===== src/rtl/ctrl_pkg.sv =====
// ctrl_pkg: shared state/class enums and default opcode map for multicycle_ctrl_fsm.
package ctrl_pkg;
   typedef enum logic [2:0] {S_IDLE, S_DECODE, S_EXEC, S_MEM, S_WB, S_PC, S_ERR} state_t;
   typedef enum logic [2:0] {CLS_R, CLS_I, CLS_BR, CLS_JMP, CLS_ILL} cls_t;
   localparam int DEF_OPCODE_W    = 4;
   localparam int DEF_R_LAST      = 8;
   localparam int DEF_I_LAST      = 11;
   localparam int DEF_BR_LAST     = 14;
   localparam int DEF_JUMP_OP     = 15;
   localparam int DEF_MEM_TIMEOUT = 16;
   localparam int DEF_CNT_W       = 32;
endpackage


===== src/rtl/opcode_classifier.sv =====
// opcode_classifier: maps an opcode onto R/I/branch/jump/illegal using contiguous range limits.
module opcode_classifier import ctrl_pkg::*; #(
   parameter int OPCODE_W = DEF_OPCODE_W,
   parameter int R_LAST   = DEF_R_LAST,
   parameter int I_LAST   = DEF_I_LAST,
   parameter int BR_LAST  = DEF_BR_LAST,
   parameter int JUMP_OP  = DEF_JUMP_OP
) (
   input  logic [OPCODE_W-1:0] opcode,
   output cls_t                cls
);
   localparam logic [OPCODE_W-1:0] R_L = OPCODE_W'(R_LAST);
   localparam logic [OPCODE_W-1:0] I_L = OPCODE_W'(I_LAST);
   localparam logic [OPCODE_W-1:0] B_L = OPCODE_W'(BR_LAST);
   localparam logic [OPCODE_W-1:0] J_O = OPCODE_W'(JUMP_OP);
   assign cls = opcode <= R_L ? CLS_R :
                opcode <= I_L ? CLS_I :
                opcode <= B_L ? CLS_BR :
                opcode == J_O ? CLS_JMP : CLS_ILL;
endmodule


===== src/rtl/multicycle_ctrl_fsm.sv =====
// multicycle_ctrl_fsm: sequences DECODE/EXEC/MEM/WB/PC per accepted opcode with memory timeout.
// Define PERF_CNT_EN to build the retired-instruction counter; otherwise retired_cnt is tied to 0.
module multicycle_ctrl_fsm import ctrl_pkg::*; #(
   parameter int OPCODE_W    = DEF_OPCODE_W,
   parameter int R_LAST      = DEF_R_LAST,
   parameter int I_LAST      = DEF_I_LAST,
   parameter int BR_LAST     = DEF_BR_LAST,
   parameter int JUMP_OP     = DEF_JUMP_OP,
   parameter int MEM_TIMEOUT = DEF_MEM_TIMEOUT,
   parameter int CNT_W       = DEF_CNT_W
) (
   input  logic                clk,
   input  logic                rst_n,
   input  logic                instr_valid,
   output logic                instr_ready,
   input  logic [OPCODE_W-1:0] opcode,
   input  logic                mem_ack,
   output logic                mem_req,
   output logic                alu_en,
   output logic                immediate_en,
   output logic                branch_en,
   output logic                jump_en,
   output logic                write_en,
   output logic                pc_load,
   output logic                busy,
   output logic                err_pulse,
   output logic [CNT_W-1:0]    retired_cnt
);
   localparam int TW = $clog2(MEM_TIMEOUT + 1);
   localparam logic [TW-1:0] TMO_LAST = TW'(MEM_TIMEOUT - 1);
   state_t state, state_nx;
   logic [OPCODE_W-1:0] op_q;
   logic [TW-1:0] tmo_q;
   cls_t cls;
   opcode_classifier #(
      .OPCODE_W(OPCODE_W), .R_LAST(R_LAST), .I_LAST(I_LAST),
      .BR_LAST(BR_LAST), .JUMP_OP(JUMP_OP)
   ) u_cls (
      .opcode(op_q),
      .cls(cls)
   );
   always_ff @(posedge clk) begin
      if (!rst_n) begin
         state <= S_IDLE;
         op_q  <= '0;
         tmo_q <= '0;
      end else begin
         state <= state_nx;
         if (instr_valid && instr_ready) op_q <= opcode;
         tmo_q <= state == S_MEM ? tmo_q + 1'b1 : '0;
      end
   end
   // an ack on the final allowed MEM cycle still wins over the timeout
   always_comb begin
      state_nx = state;
      case (state)
         S_IDLE:   state_nx = instr_valid ? S_DECODE : S_IDLE;
         S_DECODE: state_nx = cls == CLS_ILL ? S_ERR : S_EXEC;
         S_EXEC:   state_nx = cls == CLS_R ? S_WB : cls == CLS_I ? S_MEM : S_PC;
         S_MEM:    state_nx = mem_ack ? S_WB : tmo_q == TMO_LAST ? S_ERR : S_MEM;
         default:  state_nx = S_IDLE;
      endcase
   end
   assign instr_ready  = state == S_IDLE;
   assign busy         = !instr_ready;
   assign alu_en       = state == S_EXEC;
   assign mem_req      = state == S_MEM;
   assign write_en     = state == S_WB;
   assign pc_load      = state == S_PC;
   assign err_pulse    = state == S_ERR;
   assign immediate_en = busy && cls == CLS_I;
   assign branch_en    = busy && cls == CLS_BR;
   assign jump_en      = busy && cls == CLS_JMP;
`ifdef PERF_CNT_EN
   logic [CNT_W-1:0] cnt_q;
   always_ff @(posedge clk) begin
      if (!rst_n) cnt_q <= '0;
      else if (state == S_WB || state == S_PC) cnt_q <= cnt_q + 1'b1;
   end
   assign retired_cnt = cnt_q;
`else
   assign retired_cnt = '0;
`endif
endmodule


===== config.mk =====
export PLATFORM = sky130hd
export DESIGN_NAME = multicycle_ctrl_fsm
export DESIGN_NICKNAME = d
export VERILOG_FILES = /design/src/rtl/ctrl_pkg.sv /design/src/rtl/opcode_classifier.sv /design/src/rtl/multicycle_ctrl_fsm.sv
export SDC_FILE = /design/constraint.sdc
export NUM_CORES = 1
export LEC_CHECK = 0
export ABC_AREA = 1
export CAP_MARGIN = 20
export CELL_PAD_IN_SITES_DETAIL_PLACEMENT = 1
export CELL_PAD_IN_SITES_GLOBAL_PLACEMENT = 2
export CORE_ASPECT_RATIO = 0.7
export CORE_MARGIN = 2
export CORE_UTILIZATION = 18
export CTS_CLUSTER_SIZE = 28
export DETAILED_ROUTE_END_ITERATION = 12
export PLACE_DENSITY = 0.89
export SLEW_MARGIN = 30
export SYNTH_ARGS = -nofsm -noshare
export SYNTH_HDL_FRONTEND = slang
export SYNTH_SLANG_ARGS = --single-unit

===== constraint.sdc =====
create_clock -name clk -period 1.6 [get_ports clk]
set_input_delay 0.32 -clock clk [delete_from_list [all_inputs] [get_ports clk]]
set_output_delay 0.32 -clock clk [all_outputs]
set_load 0.01 [all_outputs]

==> results.toml <==
[routing]
route.detailed.drc = 4
wl_per_cell_um = 8.46
ant_nets = 0
dr.pass1.iters = 10
drt_iter0_markers = 38
wirelength_um = 1770
route.vias.total = 721
viasPerCell = 3.45

[sta]
min_period_ns = 1.54
setup_viol = 0
drv_slew = 0
hold_viol = 0
period_share_pct = 96.4
max_freq_ghz = 0.648
rsz0062_at_grt = "false"
worst_slack_ns = 0.0571
skew_ns = 0.000265

[worst_setup_path]
crit_chain = "nor3_4 -> buf_4 -> nor2_1 -> clkdlybuf4s15_1"
critPathCaptureType = "output pin"
cpLargestDelayFamily = "buffers and inverters"
worstPathArrival_ns = 1.22
cpPeakStageDelay_ns = 0.36
critPathKind = "flip-flop to output pin"
crit_buf_inv = 2
cp-start-kind = "flip-flop"
worstPathRequired_ns = 1.28
slowest_stage = "dfxtp_4"
worstPathMaxFanout = 5

[layout]
final_cell_mix = "32 x conb_1, 21 x nand2_1, 16 x nor2_1, 13 x inv_1, 12 x buf_4"
area_growth_pct = 30.7
drive_gt1_share_pct = 15.6
fin_nets = 165
diodes = 0
final_area_um2 = 1100
final_common_cell = "conb_1"
instances_no_fill = 209
fillers = 565

[synthesis]
synth_area_per_cell_um2 = 6.87
yosysSeqAreaShare_pct = 28.4
syn_area_um2 = 845
synthTopCellsByArea = "dfxtp_1 28%, buf_4 28%, nand2_1 9.3%"
syn_inst = 123
synth_top_area_share_pct = 28.4
synth_top_area_cell = "dfxtp_1"
synthDistinctLibCells = 16
ys_warn_count = 0
ys_ff_latch = 12

[clock_network]
clock_latency_ns = 0.24
cts_root_buf = "clkbuf_8"
htreeDepth = 1
cts.path.max_buffers = 2
cts_sinks = 12
clk_pin_slew_ns = 0.06
tritoncts = "built"
cts_buffers = 3

[placed_design]
dp.final_hpwl_um = 1460
place_congestion = 0.718
pre_cts_ws_ns = -0.0170
dp.cells = 201
placed_area_um2 = 1010
io_buffer_count = 17

[pwr]
total_power_w = 0.000829
p_clk_share_pct = 40.7
pwr-share-comb_pct = 20.2
p_seq_share_pct = 39.1
p_leak_nw = 0.537
power_density_nw_per_um2 = 751
peakVddDrop_uv = 248
swShare_pct = 27.5
p_sw_w = 0.000228
p_int_w = 0.000601

[die]
dieArea_um2 = 5260
initial_core_util_pct = 19.1
die_w_um = 85.9
coreArea_um2 = 4430
rows = 20
ios = 50
fp.dieH_um = 61.3

[global_route]
grt_util_all_layers_pct = 6.95
grt-ovfl-total = 0
grt_start_max_net_pins = 8
antenna_found_initial = 0
grt_pass1_wl_um = 2880
grt_pass1_vias = 670

[flow_run]
maxCapViolations = 0

[status]
status = "complete, but fails checks"
violations = "design-rule violations"

[worst_hold_path]
hp-class = "flip-flop to flip-flop"
per-stage QoR:
step	hold slack (ns)	setup TNS, ns	util [%]
finish	0.459	0	24.9
global route	0.487	0	24.9
CTS	0.466	-0.195	24.4
detailed placement	0.453	-0.0288	22.9
global placement	0.446	-0.0163	22.9
floorplan	0.430	0	-
layout make-up:
cell class,instances,area (um2),area share [%]
tap,55,68.8,6.24
clock buffer,4,55.1,4.99
inverter,15,56.3,5.10
timing repair buffer,29,255,23.1
multi-input combinational,94,419,38.0
sequential,12,249,22.6
kinds of logic (layout without fill, tap and decap cells):
kind of cell / count (synthesis) / in the layout / synth area share [%]
AND/OR/NAND/NOR: 52 / 52 / 27.7
buffers and inverters: 48 / 48 / 35.7
flip-flops: 12 / 12 / 28.4
AO/OA/AOI/OAI: 8 / 8 / 4.74
adder cells (fa/ha/maj): 2 / 2 / 2.96
other: 1 / 32 / 0.444
registers in the layout, indices dropped and copies added, names as in the netlist:
| signal | cells |
|---|---|
| op_q | 4 |
| tmo_q | 5 |
| state | 3 |
metal layers:
metal	vias up	track usage (%)	wire length, um
li1	376	-	-
met1	322	8.87	823
met2	23	11.6	863
met3	0	2.01	81
met4	0	2.04	0
met5	-	0	0
power by group through the flow:
| stage | Combinational, W | Sequential [W] | Clock (W) |
|---|---|---|---|
| after floorplan | 0.000148 | 0.000326 | 0 |
| after global placement | 0.000151 | 0.000331 | 0 |
| after global routing | 0.000188 | 0.000327 | 0.000361 |
| after CTS | 0.000157 | 0.000326 | 0.000346 |
| after detailed placement | 0.000153 | 0.000332 | 0 |
| final | 0.000168 | 0.000324 | 0.000337 |
synthesized netlist by cell type, drive strengths merged:
cell,count
nor2,17
conb,1
buf,33
nor3,4
ha,2
nand4,2
nand2,21
a21oi,7
nand3,8
dfxtp,12
o21ai,1
inv,15
worst paths after layout:
| kind | slack [ns] | start | depth (start not counted) | to |
|---|---|---|---|---|
| max | 0.06 | state[0]$_SDFF_PN0_ | 4 | immediate_en |
| min | 0.46 | tmo_q[0]$_SDFF_PN0_ | 1 | tmo_q[0]$_SDFF_PN0_ |
| max reg2reg | 0.22 | tmo_q[0]$_SDFF_PN0_ | 9 | state[0]$_SDFF_PN0_ |
| min reg2reg | 0.46 | tmo_q[0]$_SDFF_PN0_ | 1 | tmo_q[0]$_SDFF_PN0_ |
what timing repair did:
action | in CTS | in global routing
setup buffers | 2 | 2
hold buffers | 0 | 0
pin swaps | 1 | 1
resized for setup | 13 | 11
setup endpoints to repair | 10 | 7
(Power assumes the default switching activity.)
